===== config.mk =====
export PLATFORM = sky130hd
export DESIGN_NAME = commutator_r2mdc
export DESIGN_NICKNAME = d
export VERILOG_FILES = /design/src/rtl/commutator_r2mdc_pkg.sv /design/src/rtl/commutator_r2mdc_buffer_en.sv /design/src/rtl/commutator_r2mdc.sv
export SDC_FILE = /design/constraint.sdc
export NUM_CORES = 1
export LEC_CHECK = 0
export CAP_MARGIN = 20
export CORE_MARGIN = 2
export CORE_UTILIZATION = 35
export DETAILED_ROUTE_END_ITERATION = 10
export PLACE_DENSITY = 0.5
export RECOVER_POWER = 100
export SYNTH_ARGS = -nofsm -noshare
export SYNTH_HDL_FRONTEND = slang
export SYNTH_SLANG_ARGS = --single-unit

===== constraint.sdc =====
create_clock -name clk -period 2 [get_ports clk]
set_input_delay 0.3 -clock clk [delete_from_list [all_inputs] [get_ports clk]]
set_output_delay 0.3 -clock clk [all_outputs]
set_load 0.03 [all_outputs]

===== src/rtl/commutator_r2mdc_pkg.sv =====
// Shared types and constants for the radix-2 MDC delay-commutator.
// The sample width follows the FFT-wide FFTsfpw word width.
`ifndef FFTsfpw
`define FFTsfpw 16
`endif

package commutator_r2mdc_pkg;

  localparam int unsigned NbDefault = `FFTsfpw;

  typedef enum logic {
    SwStraight,
    SwCross
  } sw_mode_e;

  function automatic int unsigned cnt_width(input int unsigned depth);
    return $clog2(2 * depth);
  endfunction

  function automatic int unsigned prime_width(input int unsigned depth);
    return $clog2(depth + 1);
  endfunction

endpackage


===== src/rtl/commutator_r2mdc_buffer_en.sv =====
// Depth-stage register delay line that shifts only when enabled.
// data_o is the sample written Depth enabled cycles earlier.
module commutator_r2mdc_buffer_en #(
    parameter int unsigned Depth = 4,
    parameter int unsigned Width = 16
) (
    input  logic             clk,
    input  logic             rst_n,
    input  logic             en_i,
    input  logic [Width-1:0] data_i,
    output logic [Width-1:0] data_o
);

    logic [Width-1:0] line_q [Depth];

    always_ff @(posedge clk or negedge rst_n) begin
        if (!rst_n) begin
            for (int i = 0; i < Depth; i++) begin
                line_q[i] <= '0;
            end
        end else if (en_i) begin
            line_q[0] <= data_i;
            for (int i = 1; i < Depth; i++) begin
                line_q[i] <= line_q[i-1];
            end
        end
    end

    assign data_o = line_q[Depth-1];

endmodule


===== src/rtl/commutator_r2mdc.sv =====
// Radix-2 MDC delay-commutator: delays the lower stream, swaps periodically, then
// delays the upper stream so the next stage sees samples depth apart.
module commutator_r2mdc
    import commutator_r2mdc_pkg::*;
#(
    parameter int unsigned depth = 4,
    localparam int unsigned nb = NbDefault
) (
    input  logic          clk,
    input  logic          rst_n,
    input  logic          in_valid,
    input  logic          in_sop,
    input  logic [nb-1:0] in_a,
    input  logic [nb-1:0] in_b,
    output logic          out_valid,
    output logic [nb-1:0] out_a,
    output logic [nb-1:0] out_b
);

    localparam int unsigned CW = cnt_width(depth);
    localparam int unsigned PW = prime_width(depth);
    localparam logic [CW-1:0] DepthC = CW'(depth);
    localparam logic [CW-1:0] CntLast = CW'(2 * depth - 1);
    localparam logic [PW-1:0] PrimeFull = PW'(depth);

    logic [CW-1:0] cnt_q, cnt_d, cnt_eff;
    logic [PW-1:0] prime_q, prime_d;
    logic          out_valid_q, out_valid_d;
    logic [nb-1:0] out_a_q, out_a_d, out_b_q, out_b_d;
    logic [nb-1:0] bd, top, bot, up_tap;
    sw_mode_e      mode;

    commutator_r2mdc_buffer_en #(
        .Depth (depth),
        .Width (nb)
    ) u_lower_dly (
        .clk    (clk),
        .rst_n  (rst_n),
        .en_i   (in_valid),
        .data_i (in_b),
        .data_o (bd)
    );

    commutator_r2mdc_buffer_en #(
        .Depth (depth),
        .Width (nb)
    ) u_upper_dly (
        .clk    (clk),
        .rst_n  (rst_n),
        .en_i   (in_valid),
        .data_i (top),
        .data_o (up_tap)
    );

    // A start-of-frame sample is switched as phase 0 regardless of the running count.
    assign cnt_eff = in_sop ? '0 : cnt_q;
    assign mode    = (cnt_eff >= DepthC) ? SwCross : SwStraight;

    always_comb begin
        top = in_a;
        bot = bd;
        unique case (mode)
            SwStraight: begin
                top = in_a;
                bot = bd;
            end
            SwCross: begin
                top = bd;
                bot = in_a;
            end
            default: ;
        endcase
    end

    always_comb begin
        cnt_d       = cnt_q;
        prime_d     = prime_q;
        out_a_d     = out_a_q;
        out_b_d     = out_b_q;
        out_valid_d = in_valid && (prime_q == PrimeFull);
        if (in_valid) begin
            cnt_d   = (cnt_eff == CntLast) ? '0 : cnt_eff + 1'b1;
            prime_d = (prime_q == PrimeFull) ? prime_q : prime_q + 1'b1;
            out_a_d = up_tap;
            out_b_d = bot;
        end
    end

    always_ff @(posedge clk or negedge rst_n) begin
        if (!rst_n) begin
            cnt_q       <= '0;
            prime_q     <= '0;
            out_valid_q <= 1'b0;
            out_a_q     <= '0;
            out_b_q     <= '0;
        end else begin
            cnt_q       <= cnt_d;
            prime_q     <= prime_d;
            out_valid_q <= out_valid_d;
            out_a_q     <= out_a_d;
            out_b_q     <= out_b_d;
        end
    end

    assign out_valid = out_valid_q;
    assign out_a     = out_a_q;
    assign out_b     = out_b_q;

endmodule

==> results of run 1 <==
## cell families (layout without fill, tap and decap cells)
group | count (synthesis) | after routing | synth area share, %
flops | 167 | 167 | 58.3
mux | 130 | 130 | 24.4
buf+inv | 72 | 150 | 5.69
simple gates | 71 | 71 | 6.14
compound gates | 37 | 37 | 4.66
fa+ha+maj | 4 | 4 | 0.698
xor+xnor | 1 | 1 | 0.122
## power by group through the flow
stage	logic (mW)	registers [mW]	clock network [mW]
after floorplan	1.15	4.84	0
after global placement	2.14	4.60	0
after detailed placement	2.20	4.62	0
after CTS	2.21	4.56	3.40
after global routing	2.03	4.63	3.53
final	1.84	4.51	3.28
## sequential cells by signal, indices dropped and copies added, names as in the netlist
register and flops:
u_lower_dly.line_q 48, out_a 16, out_valid 1, u_lower_dly.data_o 16, u_upper_dly.line_q 48, u_upper_dly.data_o 16, cnt_q 3, out_b 16
prime_q 3
## final cells by class
type | count | share of cell area [%]
multi-input combinational | 243 | 27.7
inverter | 35 | 1.57
tap | 270 | 4.05
timing repair buffer | 83 | 9.37
clock inverter | 11 | 1.45
sequential | 167 | 50.1
clock buffer | 21 | 5.76
## worst max-delay path by stage
stage,start,to,slack (ps),depth (start not counted)
after CTS,out_b[12]$_DFFE_PN0P_,out_b[12],150,1
after floorplan,cnt_q[2]$_DFFE_PN0P_,cnt_q[2]$_DFFE_PN0P_,500,6
after global routing,out_b[14]$_DFFE_PN0P_,out_b[14],60,1
final,out_b[13]$_DFFE_PN0P_,out_b[13],130,1
after global placement,in_sop,cnt_q[2]$_DFFE_PN0P_,250,5
after detailed placement,in_sop,cnt_q[2]$_DFFE_PN0P_,210,5
## per-layer routing
metal | up-vias | global-route usage [%] | share of wire, %
met4 | 0 | 5.29 | 1.7
met1 | 1946 | 18.2 | 51
met2 | 62 | 18.1 | 43
li1 | 1856 | - | -
met3 | 16 | 3.26 | 3.6
met5 | - | 0 | 0
## cells in the mapped netlist
cell	count
clkbuf_1	6
o21ai_0	1
a21oi_1	2
buf_8	1
buf_2	14
a21boi_1	1
mux2_4	77
and3_1	1
buf_6	13
nand4b_1	32
dfrtp_1	167
nor2_1	2
mux2_2	53
o221ai_2	4
nand2_1	32
xnor2_1	1
nand3b_1	1
o221ai_1	28
inv_1	35
nor2b_1	3
ha_1	4
buf_4	3
a31oi_1	1
## cell usage in the layout, fill, tap and decap left out, types with 2 or more instances in the layout
master and n:
a21oi_1 2, buf_4 5, bufinv_16 2, clkbuf_1 3, clkbuf_16 17, clkbuf_2 4
clkbuf_4 3, clkbuf_8 4, clkdlybuf4s50_1 34, clkinv_2 3, clkinvlp_4 5, dfrtp_1 167
dlygate4sd3_1 33, ha_1 4, inv_1 35, mux2_1 68, mux2_2 53, mux2_4 9
nand2_1 32, nand4b_1 32, nor2_1 2, nor2b_1 3, o221ai_1 31
## per-stage QoR
stage | hold slack [ps] | instances
after detailed placement | 373 | 797
after floorplan | 4.41 | 482
final | 481 | 830
after CTS | 285 | 830
after global placement | 368 | 797
after global routing | 465 | 830
==> flow_summary_export.csv, run 1 <==
group,metric,value,unit
final_layout,final_nets,587,
power_and_ir_drop,finalPower,9.63,mW
synthesis,synth_cell_types,23,
outcome,status,"finished clean",
power_and_ir_drop,powerDensity,1150,nW/um^2
power_and_ir_drop,swShare,27.8,%
critical_path,cp_cell_sequence,"dlygate4sd3_1",
floorplanning,die_h,147,um
power_and_ir_drop,clkPwrFrac,34.0,%
synthesis,synth.avg_cell_area,14.9,um^2
detailed_routing,ant_nets,0,
placed_design,dpl.hpwl,8460,um
floorplanning,ios,69,
clock_tree,clk_pin_slew,60,ps
placed_design,placed_cell_area,8090,um^2
clock_tree,cts-resized-gates,0,
grt,gr-total-overflow,0,
hold_path,min_path_cells,2,
sta,worstMarginPinSlew,951,ps
critical_path,max_stage_delay,760,ps
synthesis,synth_nets,522,
sta,tns,0,ps
floorplanning,core,20200,um^2
synthesis,ys_seq_elements,167,
critical_path,rr_endpoint,"out_b[13]$_DFFE_PN0P_",
floorplanning,die_w,147,um
power_and_ir_drop,leakagePower,3.62,nW
placed_design,io_buffers,68,
critical_path,cpMaxStageDelayCell,"dlygate4sd3_1",
detailed_routing,via_per_inst,4.67,
power_and_ir_drop,max-vdd-ir-drop,0.567,mV
detailed_routing,vias,3880,
sta,fin_crit_sh,93.3,%
critical_path,critPathCaptureType,"output port",
grt,antenna_found_initial,0,
detailed_routing,drt-total-wl,12800,um
sta,setup_viol,0,
floorplanning,start_util,35.6,%
sta,slew_headroom,36.6,%
hold_path,min_from,"in_b[10]",
synthesis,synth_top_area_share,58.3,%
grt,grtUsageTotal,12.6,%
hold_path,hold_class,"in2reg",
detailed_routing,drc,0,
power_and_ir_drop,combPwrFrac,19.1,%
final_layout,antenna_cells,0,
final_layout,syn2layout_area_growth,16.3,%
clock_tree,cts-root-buf,"clkbuf_16",
sta,fin_ws,134,ps
detailed_routing,firstDrtPassIters,4,
sta,timing.fmax,536,MHz
critical_path,critPathMaxFanout,2,
grt,grt_pass1_wl,21700,um
placed_design,pre_cts_ws,205,ps
sta,slew_violations,0,
clock_tree,post_cts_buffers,0,
clock_tree,h-tree-depth,4,
critical_path,worstRegToRegCells,3,
clock_tree,holdBufCountCts,1,
final_layout,fill_cells,1970,
power_and_ir_drop,p_int,6.96,mW
final_layout,stdcell_area,8340,um^2
final_layout,layout-drive-gt1-share,19.3,%
synthesis,ys_seq_area_share,58.3,%
grt,grt_pass1_vias,4116,
critical_path,startpoint_type,"flop",
final_layout,fin_util,41.4,%
sta,period_minus_slack,1870,ps
floorplanning,num_rows,52,
clock_tree,cts_buffer_depth,2,
critical_path,worst-path-buf-inv,1,
clock_tree,numCtsBuffers,17,
critical_path,critPathArrivalTime,1570,ps
synthesis,syn_inst,482,
power_and_ir_drop,switching_power,2.68,mW
synthesis,yosys_warnings,0,
clock_tree,cts_tree,"built",
placed_design,gp_congestion,0.810,
clock_tree,insertion_delay,420,ps
sta,rsz0062_at_grt,"false",
synthesis,syn_area,7170,um^2
detailed_routing,initialDrtViolationCount,232,
sta,hold_viol_final,0,
grt,grt_max_degree,69,
final_layout,regArea,4180,um^2
synthesis,synthTopCellsByArea,"dfrtp_1, mux2_4, mux2_2",
detailed_routing,wl_per_cell,15.4,um
clock_tree,clock_sinks,167,
critical_path,path_class,"reg2out",
sta,finalClockSkew,6.42,ps
critical_path,timing.reg2reg.setup_slack,400,ps
synthesis,synth.largest_area_cell,"dfrtp_1",
floorplanning,design.die.area,21700,um^2
hold_path,hold_end,"u_lower_dly.line_q[58]$_DFFE_PN0P_",
final_layout,multi_input_area,2310,um^2
power_and_ir_drop,p_seq_share,46.8,%
flow_run,drv_cap,0,
critical_path,r2r_start,"cnt_q[2]$_DFFE_PN0P_",
critical_path,required,1700,ps
critical_path,critPathTopFamily,"buffers and inverters",
Power figures use the tool's default switching activity.
==> inputs of run 2 (changes only) <==
--- a/config.mk
+++ b/config.mk
@@ -9,7 +9,8 @@
 export CORE_MARGIN = 2
 export CORE_UTILIZATION = 35
 export DETAILED_ROUTE_END_ITERATION = 10
-export PLACE_DENSITY = 0.5
+export DONT_BUFFER_PORTS = 1
+export PLACE_DENSITY = 0.46
 export RECOVER_POWER = 100
 export SYNTH_ARGS = -nofsm -noshare
 export SYNTH_HDL_FRONTEND = slang
==> run 2 against run 1 <==
Net effect: the flow now finishes with violations (negative hold slack); final cell count fell by 8.8%; cell area down 8.5%; sequential share of layout area up 4.6 points; flip-flop and latch count is the same; global-route usage down 0.41 points; die area stayed put; non-clock buffer count is 73 lower; wire length is 1.6% lower; register-to-register slack is essentially flat; combinational power decreased by 53%; critical path type is now reg2reg; highest routed layer unchanged.
==> flow_summary_export.csv, run 2 (synthesized netlist as in run 1, its figures left out) <==
group,metric,value,unit
critical_path,required,2250,ps
detailed_routing,met2WireLength,5460,um
final_layout,fill_cells,2000,
sta,rsz0062_at_grt,"false",
power_and_ir_drop,leakagePower,3.28,nW
final_layout,final_common_cell,"dfrtp_1",
sta,worstMarginPinSlew,743,ps
final_layout,layout-drive-gt1-share,18.1,%
grt,grtUsageTotal,12.2,%
floorplanning,ios,69,
critical_path,startpoint_type,"flop",
grt,grt_pass1_vias,3739,
placed_design,gp_congestion,0.727,
grt,antenna_found_initial,0,
sta,slew_violations,0,
sta,finalClockSkew,11.6,ps
floorplanning,core,20200,um^2
power_and_ir_drop,powerDensity,1200,nW/um^2
critical_path,critPathArrivalTime,1860,ps
grt,grt_pass1_wl,20900,um
clock_tree,numCtsBuffers,17,
clock_tree,h-tree-depth,4,
grt,grt_max_degree,234,
clock_tree,clock_sinks,167,
critical_path,critPathMaxFanout,32,
detailed_routing,vias,3650,
clock_tree,cts-root-buf,"clkbuf_16",
power_and_ir_drop,max-vdd-ir-drop,0.579,mV
final_layout,multi_input_area,2280,um^2
sta,whs,-424,ps
floorplanning,start_util,35.6,%
placed_design,dpl.hpwl,7240,um
final_layout,largestRegisters,"u_lower_dly.line_q x48, u_upper_dly.line_q x48",
detailed_routing,wl_per_cell,16.6,um
detailed_routing,wl_met1,6200,um
critical_path,cp_cell_sequence,"nor2b_1 -> clkbuf_2 -> o221ai_1",
clock_tree,holdBufCountCts,3,
sta,fin_crit_sh,80.7,%
placed_design,pre_cts_ws,648,ps
final_layout,final_nets,514,
final_layout,fin_util,37.9,%
hold_path,hold_class,"in2async",
final_layout,final_cell_mix,"dfrtp_1, mux2_1, mux2_2",
floorplanning,num_rows,52,
sta,fin_ws,386,ps
final_layout,antenna_cells,0,
clock_tree,cts_buffer_depth,2,
critical_path,max_stage_delay,610,ps
sta,period_minus_slack,1610,ps
power_and_ir_drop,finalPower,9.20,mW
sta,tns,0,ps
critical_path,cpMaxStageDelayCell,"clkbuf_2",
sta,setup_viol,0,
detailed_routing,initialDrtViolationCount,217,
detailed_routing,drc,0,
critical_path,worstRegToRegCells,3,
placed_design,io_buffers,0,
sta,hold_viol_final,167,
detailed_routing,firstDrtPassIters,4,
clock_tree,insertion_delay,420,ps
detailed_routing,via_per_inst,4.82,
outcome,status,"finished with violations",
detailed_routing,drt-total-wl,12600,um
clock_tree,post_cts_buffers,0,
outcome,violations,"negative hold slack",
floorplanning,design.die.area,21700,um^2
flow_run,drv_cap,0,
detailed_routing,routed-wl-met3,815,um
floorplanning,die_h,147,um
sta,slew_headroom,50.5,%
floorplanning,die_w,147,um
detailed_routing,dr.max_layer_used,"met4",
final_layout,syn2layout_area_growth,6.45,%
clock_tree,cts_tree,"built",
clock_tree,cts-resized-gates,0,
critical_path,critPathCaptureType,"flop",
final_layout,regArea,4180,um^2
sta,timing.fmax,620,MHz
grt,gr-total-overflow,0,
detailed_routing,ant_nets,0,
critical_path,path_class,"reg2reg",
clock_tree,clk_pin_slew,70,ps
-- run 2: cell types whose count changed in the layout (fill, tap and decap cells not counted), sizes merged --
cell	delta
buf	-5
clkbuf	-9
clkdlybuf4s50	-34
clkinvlp	-3
dlygate4sd3	-25
inv	+3
-- run 2: path summary, 6_finish.rpt --
check / startpoint / endpoint / slack, ps
worst max-delay path: cnt_q[2]$_DFFE_PN0P_ / out_b[13]$_DFFE_PN0P_ / 390
worst min-delay path: rst_n / out_a[3]$_DFFE_PN0P_ / -420
worst max register to register: cnt_q[2]$_DFFE_PN0P_ / out_b[13]$_DFFE_PN0P_ / 390
worst min register to register: u_upper_dly.line_q[29]$_DFFE_PN0P_ / u_upper_dly.line_q[29]$_DFFE_PN0P_ / 480
max in group asynchronous: rst_n / u_lower_dly.line_q[24]$_DFFE_PN0P_ / 2220
min in group clk: in_b[10] / u_lower_dly.line_q[58]$_DFFE_PN0P_ / 10
-- run 2: per-stage QoR --
stage	hold WS, ps	area, um^2	cells
3_3_place_gp	13.8	7250	717
6_report	-424	7640	757
2_1_floorplan	4.41	7170	482
5_1_grt	-455	7640	757
4_1_cts	-449	7900	752
3_5_place_dp	12.7	7250	717
-- run 2: where the power goes --
part	internal (mW)	switching, mW	total [mW]
sequential	4.09	0.848	4.94
combinational	0.548	0.326	0.874
clock	2.00	1.39	3.38
total	6.64	2.56	9.20
-- run 2: layout make-up --
class | count | area share [%]
flip-flops and latches | 167 | 54.7
multi-input cells | 243 | 29.8
clock buffers | 21 | 6.29
well taps | 270 | 4.42
clock inverters | 11 | 1.79
inverters | 35 | 1.72
repair buffers | 10 | 1.21
-- run 2: critical path: cells and delay by family (launching register included) --
kind | cells | cell delay [ps]
simple gates | 1 | 180
compound gates | 1 | 280
flops | 1 | 350
buf+inv | 1 | 610
-- run 2: metal layers --
layer  vias to the layer above  GRT usage, %
li1                       1705             -
met5                         -             0
met4                         0          4.57
met3                         5          5.19
met1                      1878          17.0
met2                        62          17.0
